## src/rtl/rc5_host_ctrl.sv

```systemverilog
// Host-side controller for an iterative RC5 core: accepts one block at a time,
// runs the core under a watchdog, and returns either the result or an error.
`timescale 1ns/1ps
module rc5_host_ctrl #(
  parameter int TIMEOUT = 255,
  parameter int CNT_W   = 16
) (
  input  logic             clk,
  input  logic             rst,
  input  logic             in_valid,
  output logic             in_ready,
  input  logic [31:0]      in_data,
  input  logic             in_decrypt,
  input  logic [127:0]     cfg_key,
  input  logic [4:0]       cfg_rounds,
  output logic             core_encrypt,
  output logic             core_decrypt,
  output logic [4:0]       core_num_rounds,
  output logic [127:0]     core_key,
  output logic [31:0]      core_d_in,
  input  logic [31:0]      core_d_out,
  input  logic             core_done,
  output logic             resp_valid,
  input  logic             resp_ready,
  output logic [31:0]      resp_data,
  output logic             resp_err,
  output logic [CNT_W-1:0] job_count
);

  localparam int WAIT_W = (TIMEOUT < 2) ? 1 : $clog2(TIMEOUT);
  localparam logic [WAIT_W-1:0] WAIT_LAST = WAIT_W'(TIMEOUT - 1);

  typedef enum logic [1:0] {
    IDLE = 2'd0,
    RUN  = 2'd1,
    RESP = 2'd2,
    GAP  = 2'd3
  } state_e;

  function automatic logic rounds_ok(input logic [4:0] r);
    return (r != 5'd0) && (r <= 5'd16);
  endfunction

  state_e             state_q, state_d;
  logic [WAIT_W-1:0]  wait_q, wait_d;
  logic               in_ready_q, in_ready_d;
  logic               enc_q, enc_d;
  logic               dec_q, dec_d;
  logic [4:0]         rounds_q, rounds_d;
  logic [127:0]       key_q, key_d;
  logic [31:0]        din_q, din_d;
  logic               resp_valid_q, resp_valid_d;
  logic [31:0]        resp_data_q, resp_data_d;
  logic               resp_err_q, resp_err_d;
  logic [CNT_W-1:0]   cnt_q, cnt_d;

  // Next-state and next-output logic; every output is a flop loaded from here.
  always_comb begin
    state_d      = state_q;
    wait_d       = wait_q;
    in_ready_d   = 1'b0;
    enc_d        = enc_q;
    dec_d        = dec_q;
    rounds_d     = rounds_q;
    key_d        = key_q;
    din_d        = din_q;
    resp_valid_d = resp_valid_q;
    resp_data_d  = resp_data_q;
    resp_err_d   = resp_err_q;
    cnt_d        = cnt_q;
    case (state_q)
      IDLE: begin
        if (in_valid && in_ready_q) begin
          din_d    = in_data;
          key_d    = cfg_key;
          rounds_d = cfg_rounds;
          wait_d   = {WAIT_W{1'b0}};
          if (rounds_ok(cfg_rounds)) begin
            state_d = RUN;
            enc_d   = ~in_decrypt;
            dec_d   = in_decrypt;
          end else begin
            state_d      = RESP;
            resp_valid_d = 1'b1;
            resp_err_d   = 1'b1;
            resp_data_d  = 32'h0000_0000;
          end
        end else begin
          in_ready_d = 1'b1;
        end
      end
      RUN: begin
        // A done sampled on the timeout cycle still counts as success.
        if (core_done) begin
          state_d      = RESP;
          enc_d        = 1'b0;
          dec_d        = 1'b0;
          wait_d       = {WAIT_W{1'b0}};
          resp_valid_d = 1'b1;
          resp_err_d   = 1'b0;
          resp_data_d  = core_d_out;
        end else if (wait_q == WAIT_LAST) begin
          state_d      = RESP;
          enc_d        = 1'b0;
          dec_d        = 1'b0;
          wait_d       = {WAIT_W{1'b0}};
          resp_valid_d = 1'b1;
          resp_err_d   = 1'b1;
          resp_data_d  = 32'h0000_0000;
        end else begin
          wait_d = wait_q + WAIT_W'(1);
        end
      end
      RESP: begin
        if (resp_ready) begin
          state_d      = GAP;
          resp_valid_d = 1'b0;
          if (!resp_err_q) begin
            cnt_d = cnt_q + CNT_W'(1);
          end else begin
            cnt_d = cnt_q;
          end
        end else begin
          state_d = RESP;
        end
      end
      GAP: begin
        // Hold off new work until a stale done from a timed-out job has gone away.
        if (!core_done) begin
          state_d    = IDLE;
          in_ready_d = 1'b1;
        end else begin
          state_d = GAP;
        end
      end
      default: begin
        state_d = IDLE;
      end
    endcase
  end

  // State and output registers.
  always_ff @(posedge clk or negedge rst) begin
    if (!rst) begin
      state_q      <= IDLE;
      wait_q       <= {WAIT_W{1'b0}};
      in_ready_q   <= 1'b0;
      enc_q        <= 1'b0;
      dec_q        <= 1'b0;
      rounds_q     <= 5'd0;
      key_q        <= 128'h0;
      din_q        <= 32'h0;
      resp_valid_q <= 1'b0;
      resp_data_q  <= 32'h0;
      resp_err_q   <= 1'b0;
      cnt_q        <= {CNT_W{1'b0}};
    end else begin
      state_q      <= state_d;
      wait_q       <= wait_d;
      in_ready_q   <= in_ready_d;
      enc_q        <= enc_d;
      dec_q        <= dec_d;
      rounds_q     <= rounds_d;
      key_q        <= key_d;
      din_q        <= din_d;
      resp_valid_q <= resp_valid_d;
      resp_data_q  <= resp_data_d;
      resp_err_q   <= resp_err_d;
      cnt_q        <= cnt_d;
    end
  end

  assign in_ready        = in_ready_q;
  assign core_encrypt    = enc_q;
  assign core_decrypt    = dec_q;
  assign core_num_rounds = rounds_q;
  assign core_key        = key_q;
  assign core_d_in       = din_q;
  assign resp_valid      = resp_valid_q;
  assign resp_data       = resp_data_q;
  assign resp_err        = resp_err_q;
  assign job_count       = cnt_q;

endmodule
```

## config.mk

```make
export PLATFORM = sky130hd
export DESIGN_NAME = rc5_host_ctrl
export DESIGN_NICKNAME = d
export VERILOG_FILES = /design/src/rtl/rc5_host_ctrl.sv
export SDC_FILE = /design/constraint.sdc
export NUM_CORES = 1
export LEC_CHECK = 0
export ABC_AREA = 1
export BUFFER_PORTS_ARGS = -buffer_cell sky130_fd_sc_hd__clkbuf_2
export CAP_MARGIN = 25
export CORE_AREA = 2 2 164 166
export DETAILED_ROUTE_END_ITERATION = 6
export DIE_AREA = 0 0 166 168
export PLACE_DENSITY_LB_ADDON = 0.25
export SYNTH_ARGS = -nofsm -noshare
export SYNTH_HDL_FRONTEND = slang
export SYNTH_SLANG_ARGS = --single-unit
```

## constraint.sdc

```tcl
create_clock -name clk -period 5.5 [get_ports clk]
set_input_delay 0.825 -clock clk [delete_from_list [all_inputs] [get_ports clk]]
set_output_delay 0.825 -clock clk [all_outputs]
set_load 0.1 [all_outputs]
```

==> key figures, run 1 <==
Run status
  – Outcome: completed

Detailed routing
  – Post-DRT Antenna Nets: 0
  – DRC violations left: 0
  – Drt wl/cell: 15.5 um
  – Metal3 WL: 1890 um
  – Met1 WL: 9420 um
  – Vias: 6669
  – Top Layer Used: met4
  – Routed wire length: 23200 um
  – Drt first pass iters: 5
  – Starting DRT DRC Count: 301
  – Met2 wire length: 11300 um
  – Vias per std cell: 4.47

Worst setup path
  – Startpoint types: register
  – Critical Path AT: 3.27 ns
  – CP endpoint kind: register
  – Setup CP Type: reg2reg
  – Critical Path Start: state_q[0]
  – FF-to-FF Start: state_q[0]
  – CP Data Required Time: 5.90 ns
  – Crit path max fanout: 66

Synthesis
  – Synthesized instance count: 706
  – Main area contributors after synthesis: dfrtp_1 63%, mux2_2 20%, nand2_1 5.2%, inv_1 1.3%, o21ai_2 1.3%
  – Avg Inst Size Synth: 12.9 sq um
  – Yosys reg bits: 228
  – Leading area contributor after synthesis: dfrtp_1
  – Yosys cell types: 25
  – Ys Warns: 0
  – Largest family of logic cells by synthesized area: multiplexers
  – Number of synthesized flops with an enable pin: 0
  – Adder-cell share of the synthesized area: 0.0110
  – Post-synth top area share: 0.627
  – Post-synthesis sequential area ratio: 0.627
  – Async set-reset flop share out of synthesis: 1.00
  – Mux cell area share after synthesis: 0.203
  – Synth Area in Compound Gates: 0.0344
  – Top FF cell, synth: dfrtp_1
  – Simple-gate share of the synthesized area: 0.0819
  – Net Count, Synth: 917
  – Syn Std Cell Area: 9100 sq um
  – Most numerous cell in the Yosys netlist: dfrtp_1
  – Most frequent cells after synthesis: 228 x dfrtp_1, 164 x mux2_2, 125 x nand2_1
  – XOR/XNOR Fraction of Synth Area: 0.0115

Floorplan
  – # IOs: 421
  – Die area: 27900 sq um
  – Height of the chip: 168 um
  – Core Area: 26400 sq um
  – Initial core utilization: 0.345
  – Placement row count: 60
  – Die W: 166 um

GRT
  – Initial antenna violation count: 1
  – Total GRT Usage: 0.162
  – Gr ovfl total: 0
  – Largest net degree at the start of global routing: 126
  – Vias in the first global route: 6765
  – Global-route wire length before repair: 36600 um

Clocking
  – Resized Gates After CTS: 0
  – CTS buffer count: 27
  – CTS tree: built
  – Root Buffer: clkbuf_16
  – Post-CTS setup buffers: 0
  – Skew-Pair Late Insertion Delay: 0.53 ns
  – Clock slew at reported path FFs: 0.06 ns
  – Sink Count: 228
  – # H-tree levels: 1
  – Cts hold-fix bufs: 0
  – Clk buf depth: 3

Timing
  – Rel. slew slack: 0.419
  – FMAX: 0.348 GHz
  – Final Skew: 0.00600 ns
  – Worst Max-Slew Pin Slew: 0.872 ns
  – Sum Neg Setup Slack: 0 ns
  – RSZ-0062 raised after global routing: false
  – Crit share post-route: 0.523
  – Tmin final: 2.88 ns
  – Final setup vio count: 0
  – Fin. Hold Viols: 0
  – Final slew viol count: 0
  – Worst hold slack: 0.311 ns

Placed design
  – Port bufs: 420
  – Dpl hpwl: 17100 um
  – Post-DP Area: 11500 sq um
  – RePlAce Congestion: 0.776

Finish
  – Final Instance Area: 12600 sq um
  – Final nets: 1341
  – Share of cells above drive strength 1: 0.568
  – Final core utilization: 0.478
  – Layout area overhead: 38.3%

Flow run
  – Maxcap violations: 0

Hold path
  – Hold WC Path Type: in2async
## final timing paths
path	endpoint	cells after the start	slack (ns)
min reg2reg	resp_data[28]	2	0.49
max	resp_data[27]	10	2.62
max reg2reg	resp_data[27]	10	2.62
min in group clk	resp_data[28]	2	0.49
min	core_key[77]	1	0.31
max in group asynchronous	core_key[25]	2	4.01
## layout make-up
type / count / area (sq um)
diodes: 1 / 2.50
clock buffers: 34 / 732
clock inverters: 16 / 293
fillers: 2460 / 13800
inverters: 32 / 120
multi-input cells: 417 / 3120
flip-flops and latches: 228 / 5710
well taps: 341 / 427
repair buffers: 424 / 2190
## stage by stage
| stage | instances | setup slack (ns) |
|---|---|---|
| finish | 1493 | 2.62 |
| global route | 1492 | 2.34 |
| CTS | 1491 | 2.56 |
| detailed placement | 1441 | 2.48 |
| global placement | 1441 | 2.50 |
| floorplan | 706 | 3.36 |
## sequential cells by signal, summed over array words and instances (netlist names)
register and flops:
core_key 128, core_d_in 32, resp_data 32, job_count 16, wait_q 8, core_num_rounds 5
state_q 2, core_decrypt 1, core_encrypt 1, in_ready 1, resp_err 1, resp_valid 1
## metal layers
metal / GRT usage / vias to the layer above
li1: - / 3207
met1: 0.200 / 3176
met2: 0.277 / 253
met3: 0.0482 / 33
met4: 0.0454 / 0
met5: 0 / -
## logic make-up after synthesis
logic type / Yosys count
XOR/XNOR: 12
multiplexers: 164
buffers and inverters: 61
flip-flops: 228
AO/OA/AOI/OAI: 50
adder cells (fa/ha/maj): 8
AND/OR/NAND/NOR: 183
## cells in the final DEF, fill, tap and decap left out
| cell type | instances |
|---|---|
| inv_2 | 1 |
| o21ai_0 | 13 |
| a21boi_0 | 1 |
| mux2_2 | 164 |
| nor2_1 | 28 |
| nor3_1 | 1 |
| a21oi_4 | 1 |
| clkbuf_1 | 4 |
| xor2_1 | 8 |
| nand2_1 | 125 |
| clkinv_2 | 4 |
| buf_12 | 2 |
| clkbuf_16 | 27 |
| o21ai_2 | 13 |
| xnor2_1 | 4 |
| buf_4 | 1 |
| o21ai_1 | 17 |
| buf_16 | 1 |
| clkbuf_2 | 419 |
| clkbuf_8 | 3 |
| nand3_4 | 1 |
| inv_6 | 2 |
| nand3_1 | 15 |
| ha_1 | 8 |
| dfrtp_1 | 228 |
| clkinvlp_4 | 2 |
| nand4_1 | 9 |
| nor2_2 | 1 |
| a21oi_1 | 5 |
| buf_8 | 1 |
| nand2_2 | 2 |
| bufinv_16 | 8 |
| or2_2 | 1 |
| inv_1 | 31 |
| diode_2 | 1 |
## worst max-delay path, stage by stage, from the launching register on
cell and delay (ns):
dfrtp_1 0.42, inv_1 0.11, ha_1 0.29, nand3_4 0.63
nand2_2 0.40, inv_2 0.10, a21oi_4 0.16, nand2_2 0.06
buf_4 0.32, nand2_1 0.16, o21ai_2 0.06
Power of run 1 is left out: the tool's default activity adds up to more than one toggle a clock period on the data nets, which glitch-free logic cannot reach.
==> inputs of run 2 (changes only) <==
- clock period: 5.5 -> 2.5 ns (I/O delays scaled with it)
==> run 2 against run 1 <==
Die area unchanged; clock skew up 0.0016 ns; wire length up 1.2%; fmax up 49%; count of clock-buffer cells in the layout up 8; highest routed layer unchanged; non-clock buffer count up 5; critical path type unchanged; register-to-register slack worse by 2.0 ns.
==> key figures, run 2 (synthesized netlist as in run 1, its figures left out) <==
Run status
  – Outcome: completed (unchanged)

Detailed routing
  – Drt wl/cell: 15.7 um (was 15.5 um)
  – Post-DRT Antenna Nets: 0 (unchanged)
  – Vias per std cell: 4.45 (was 4.47)
  – Routed wire length: 23400 um (was 23200 um)
  – Drt first pass iters: 4 (was 5)
  – DRC violations left: 0 (unchanged)
  – Starting DRT DRC Count: 300 (was 301)
  – Vias: 6663 (was 6669)

Clocking
  – Post-CTS setup buffers: 0 (unchanged)
  – CTS buffer count: 27 (unchanged)
  – Sink Count: 228 (unchanged)
  – Skew-Pair Late Insertion Delay: 0.53 ns (about the same)
  – Resized Gates After CTS: 0 (unchanged)
  – Root Buffer: clkbuf_16 (unchanged)
  – # H-tree levels: 1 (unchanged)
  – CTS tree: built (unchanged)
  – Cts hold-fix bufs: 1 (was 0)
  – Clk buf depth: 3 (unchanged)
  – Clock slew at reported path FFs: 0.06 ns (about the same)

Worst setup path
  – Critical Path AT: 2.33 ns (was 3.27 ns)
  – Startpoint types: register (unchanged)
  – Setup CP Type: reg2reg (unchanged)
  – Crit path max fanout: 66 (unchanged)
  – CP Data Required Time: 2.90 ns (was 5.90 ns)
  – CP endpoint kind: register (unchanged)

GRT
  – Total GRT Usage: 0.163 (was 0.162)
  – Met2 GRT Util: 0.270 (was 0.277)
  – Vias in the first global route: 6647 (was 6765)
  – Met3 GRT Util: 0.0487 (was 0.0482)
  – Met1 Track Usage GR: 0.203 (was 0.200)
  – Gr ovfl total: 0 (unchanged)
  – Largest net degree at the start of global routing: 91 (was 126)
  – Global-route wire length before repair: 36700 um (was 36600 um)
  – Initial antenna violation count: 0 (was 1)
  – Most Crowded Layer GR: met2 (unchanged)

Finish
  – Layout area overhead: 37.8% (was 38.3%)
  – Sequential Area: 5710 sq um (unchanged)
  – Final nets: 1346 (was 1341)
  – Multi-input logic area: 3120 sq um (unchanged)
  – Share of cells above drive strength 1: 0.566 (was 0.568)
  – N_diodes: 0 (was 1)
  – Layout filler cell count: 2476 (was 2460)
  – Most common cell after layout, fill and taps aside: clkbuf_2 (unchanged)
  – Max reg flops: 128 (unchanged)
  – Most frequent cells in the layout: 419 x clkbuf_2, 228 x dfrtp_1, 164 x mux2_2, 125 x nand2_1, 31 x inv_1 (unchanged)

Timing
  – Rel. slew slack: 0.602 (was 0.419)
  – RSZ-0062 raised after global routing: false (unchanged)
  – Tmin final: 1.92 ns (was 2.88 ns)
  – FMAX: 0.520 GHz (was 0.348 GHz)
  – Final setup vio count: 0 (unchanged)
  – Crit share post-route: 0.770 (was 0.523)
  – Final slew viol count: 0 (unchanged)
  – Sum Neg Setup Slack: 0 ns (unchanged)
  – Worst Max-Slew Pin Slew: 0.600 ns (was 0.872 ns)
  – Fin. Hold Viols: 0 (unchanged)
  – Final Skew: 0.00763 ns (was 0.00600 ns)

Floorplan
  – Die area: 27900 sq um (unchanged)
  – Initial core utilization: 0.345 (unchanged)
  – Core Area: 26400 sq um (unchanged)
  – Placement row count: 60 (unchanged)
  – # IOs: 421 (unchanged)
  – Height of the chip: 168 um (unchanged)
  – Die W: 166 um (unchanged)

Hold path
  – Hold WC Path Type: in2reg (was in2async)

Flow run
  – Maxcap violations: 0 (unchanged)

Placed design
  – RePlAce Congestion: 0.788 (was 0.776)
  – Dpl hpwl: 17400 um (was 17100 um)
  – Port bufs: 420 (unchanged)
run 2: critical path: stages (launching register included):
cell and delay [ns]:
dfrtp_1 0.41, inv_1 0.11, ha_1 0.28, nand3_4 0.14, nand2_2 0.15, inv_2 0.08, a21oi_4 0.15, nand2_2 0.09
buf_12 0.20, nand2_1 0.09, o21ai_0 0.07
run 2: stage by stage:
step / cell area, sq um / std cells / utilization / hold WS [ns] / setup WS, ns
3_3_place_gp: 11600 / 1446 / 0.440 / 0.357 / 0.634
4_1_cts: 12500 / 1496 / 0.476 / 0.0432 / 0.564
5_1_grt: 12500 / 1496 / 0.476 / 0.0485 / 0.362
2_1_floorplan: 9100 / 706 / - / 0.0794 / 0.355
6_report: 12500 / 1496 / 0.476 / 0.0708 / 0.576
3_5_place_dp: 11600 / 1446 / 0.440 / 0.355 / 0.606
run 2: worst paths after layout:
check,slack (ns),cells past startpoint,to,from
worst max-delay path,0.58,10,resp_data[1],state_q[1]
worst min-delay path,0.07,2,core_key[125],cfg_key[125]
worst max register to register,0.58,10,resp_data[1],state_q[1]
worst min register to register,0.49,2,resp_data[9],resp_data[9]
max in group asynchronous,1.27,3,core_key[54],rst
min in group asynchronous,0.36,2,core_key[113],rst
run 2: per-layer routing:
layer	up-vias	wire [um]
met1	3128	9560
met2	268	11300
met5	-	0
met3	42	1910
li1	3225	-
met4	0	705
run 2: area by class of cell:
| cell class | instances | area share |
|---|---|---|
| clock inverter | 7 | 0.00938 |
| inverter | 32 | 0.00958 |
| sequential | 228 | 0.455 |
| timing repair buffer | 429 | 0.179 |
| clock buffer | 42 | 0.0647 |
| multi-input combinational | 417 | 0.249 |
| tap | 341 | 0.0340 |
Power of run 2 is left out for the same reason.
==> inputs of run 3 (changes only) <==
- clock period: 2.5 -> 1.9 ns (I/O delays scaled with it)
==> run 3 against run 2 <==
Die area unchanged; final area is 17% higher; critical path type unchanged; sequential share of layout area down 6.4 points; worst hold slack worse by 0.046 ns; global-route usage rose by 2.2 points; clock skew increased by 0.013 ns; critical endpoint is now resp_data[22]; flip-flop and latch count stayed put; cell count rose by 14%.
==> key figures, run 3 (synthesized netlist as in run 1, its figures left out) <==
Timing
  – Tmin final: 1.78 ns (was 1.92 ns)
  – Fin. Hold Viols: 0 (unchanged)
  – Sum Neg Setup Slack: 0 ns (unchanged)
  – Final Skew: 0.0211 ns (was 0.00763 ns)
  – Rel. slew slack: 0.594 (was 0.602)
  – Final slew viol count: 0 (unchanged)
  – Crit share post-route: 0.937 (was 0.770)
  – FMAX: 0.562 GHz (was 0.520 GHz)
  – Final setup vio count: 0 (unchanged)
  – Worst Max-Slew Pin Slew: 0.612 ns (was 0.600 ns)
  – RSZ-0062 raised after global routing: false (unchanged)

Hold path
  – Hold WC Path Type: in2reg (unchanged)
  – Hold wc startpoint: core_d_out[3] (was cfg_key[125])

GRT
  – Largest net degree at the start of global routing: 67 (was 91)
  – Vias in the first global route: 8030 (was 6647)
  – Gr ovfl total: 0 (unchanged)
  – Initial antenna violation count: 1 (was 0)
  – Global-route wire length before repair: 42100 um (was 36700 um)
  – Total GRT Usage: 0.185 (was 0.163)

Floorplan
  – # IOs: 421 (unchanged)
  – Die area: 27900 sq um (unchanged)
  – Initial core utilization: 0.345 (unchanged)
  – Placement row count: 60 (unchanged)
  – Die W: 166 um (unchanged)
  – Height of the chip: 168 um (unchanged)
  – Core Area: 26400 sq um (unchanged)

Detailed routing
  – Starting DRT DRC Count: 253 (was 300)
  – Met2 wire length: 13400 um (was 11300 um)
  – Vias per std cell: 4.46 (was 4.45)
  – Top Layer Used: met4 (unchanged)
  – Drt wl/cell: 15.8 um (was 15.7 um)
  – Vias: 7599 (was 6663)
  – Post-DRT Antenna Nets: 0 (unchanged)
  – Metal3 WL: 1890 um (was 1910 um)
  – Routed wire length: 26900 um (was 23400 um)
  – Drt first pass iters: 4 (unchanged)
  – DRC violations left: 0 (unchanged)
  – Met1 WL: 10700 um (was 9560 um)

Worst setup path
  – Reg2reg end: resp_data[22] (was resp_data[1])
  – Crit path max fanout: 33 (was 66)
  – R2R depth: 10 (unchanged)
  – Worst reg-to-reg setup slack: 0.12 ns (was 0.58 ns)
  – FF-to-FF Start: state_q[0] (was state_q[1])
  – Worst setup endpoint: resp_data[22] (was resp_data[1])
  – CP Data Required Time: 2.32 ns (was 2.90 ns)
  – Critical Path AT: 2.20 ns (was 2.33 ns)
  – Setup CP Type: reg2reg (unchanged)
  – CP endpoint kind: register (unchanged)
  – Startpoint types: register (unchanged)
  – Critical Path Start: state_q[0] (was state_q[1])

Clocking
  – Root Buffer: clkbuf_16 (unchanged)
  – CTS tree: built (unchanged)
  – CTS buffer count: 27 (unchanged)
  – Post-CTS setup buffers: 0 (unchanged)
  – Sink Count: 228 (unchanged)
  – # H-tree levels: 1 (unchanged)
  – Clock slew at reported path FFs: 0.06 ns (about the same)
  – Skew-Pair Late Insertion Delay: 0.55 ns (was 0.53 ns)
  – Clk buf depth: 3 (unchanged)

Finish
  – Max reg flops: 128 (unchanged)
  – Layout area overhead: 60.7% (was 37.8%)
  – Layout filler cell count: 2227 (was 2476)
  – Multi-input logic area: 3120 sq um (about the same)
  – Share of cells above drive strength 1: 0.498 (was 0.566)
  – Most common cell after layout, fill and taps aside: clkbuf_2 (unchanged)
  – Sequential Area: 5710 sq um (about the same)
  – Finished Layout Cells: 1705 (was 1496)
  – Final core utilization: 0.555 (was 0.476)
  – Final Instance Area: 14600 sq um (was 12500 sq um)
  – Final nets: 1554 (was 1346)
  – Most frequent cells in the layout: 419 x clkbuf_2, 222 x dfrtp_1, 190 x dlygate4sd3_1, 164 x mux2_2, 125 x nand2_1 (was 419 x clkbuf_2, 228 x dfrtp_1, 164 x mux2_2, 125 x nand2_1, 31 x inv_1)

Placed design
  – Post-DP Area: 11800 sq um (was 11600 sq um)
  – Cells after DPL: 1464 (was 1446)
  – Port bufs: 420 (unchanged)
  – RePlAce Congestion: 0.819 (was 0.788)
  – Dpl hpwl: 18600 um (was 17400 um)

Run status
  – Outcome: completed (unchanged)

Flow run
  – Maxcap violations: 0 (unchanged)
## run 3: worst min path at each step
stage | end | slack, ns | cells after the start
after global routing | core_num_rounds[1] | 0.01 | 2
after global placement | core_key[103] | 0.21 | 1
after detailed placement | core_key[103] | 0.21 | 1
final | resp_data[3] | 0.02 | 3
after CTS | core_num_rounds[1] | 0.004 | 2
after floorplan | core_d_in[0] | -0.01 | 0
## run 3: area by class of cell
cell class / count / share of cell area
antenna: 1 / 0.000171
clock buffer: 39 / 0.0513
clock inverter: 10 / 0.00830
inverter: 32 / 0.00821
multi-input combinational: 417 / 0.213
sequential: 228 / 0.391
tap: 341 / 0.0292
timing repair buffer: 637 / 0.299
## run 3: per-stage QoR
stage          hold slack (ns)  setup slack [ns]
2_1_floorplan          -0.0106           -0.0856
3_3_place_gp             0.211            0.0891
3_5_place_dp             0.211            0.0627
4_1_cts                0.00377            0.0546
5_1_grt                 0.0131           0.00784
6_report                0.0244             0.120
## run 3: critical path, stage by stage, from the launching register on
cell	delay, ns
dfrtp_1	0.41
inv_1	0.12
ha_2	0.25
nand3_4	0.13
nand2_2	0.10
inv_2	0.06
a21oi_4	0.12
nand2_2	0.11
clkbuf_16	0.24
nand2_1	0.09
o21ai_2	0.05
## run 3: repair_timing
item / CTS / global route
gates resized for setup: 0 / 2
setup endpoints to repair: 0 / 59
hold buffers: 190 / 0
endpoints found under the hold margin: 232 / 0
## run 3: metal layers
layer	GRT usage	up-vias
met2	0.325	286
met3	0.0472	53
met1	0.220	3618
li1	-	3642
met4	0.0658	0
met5	0	-
Power of run 3 is left out for the same reason.
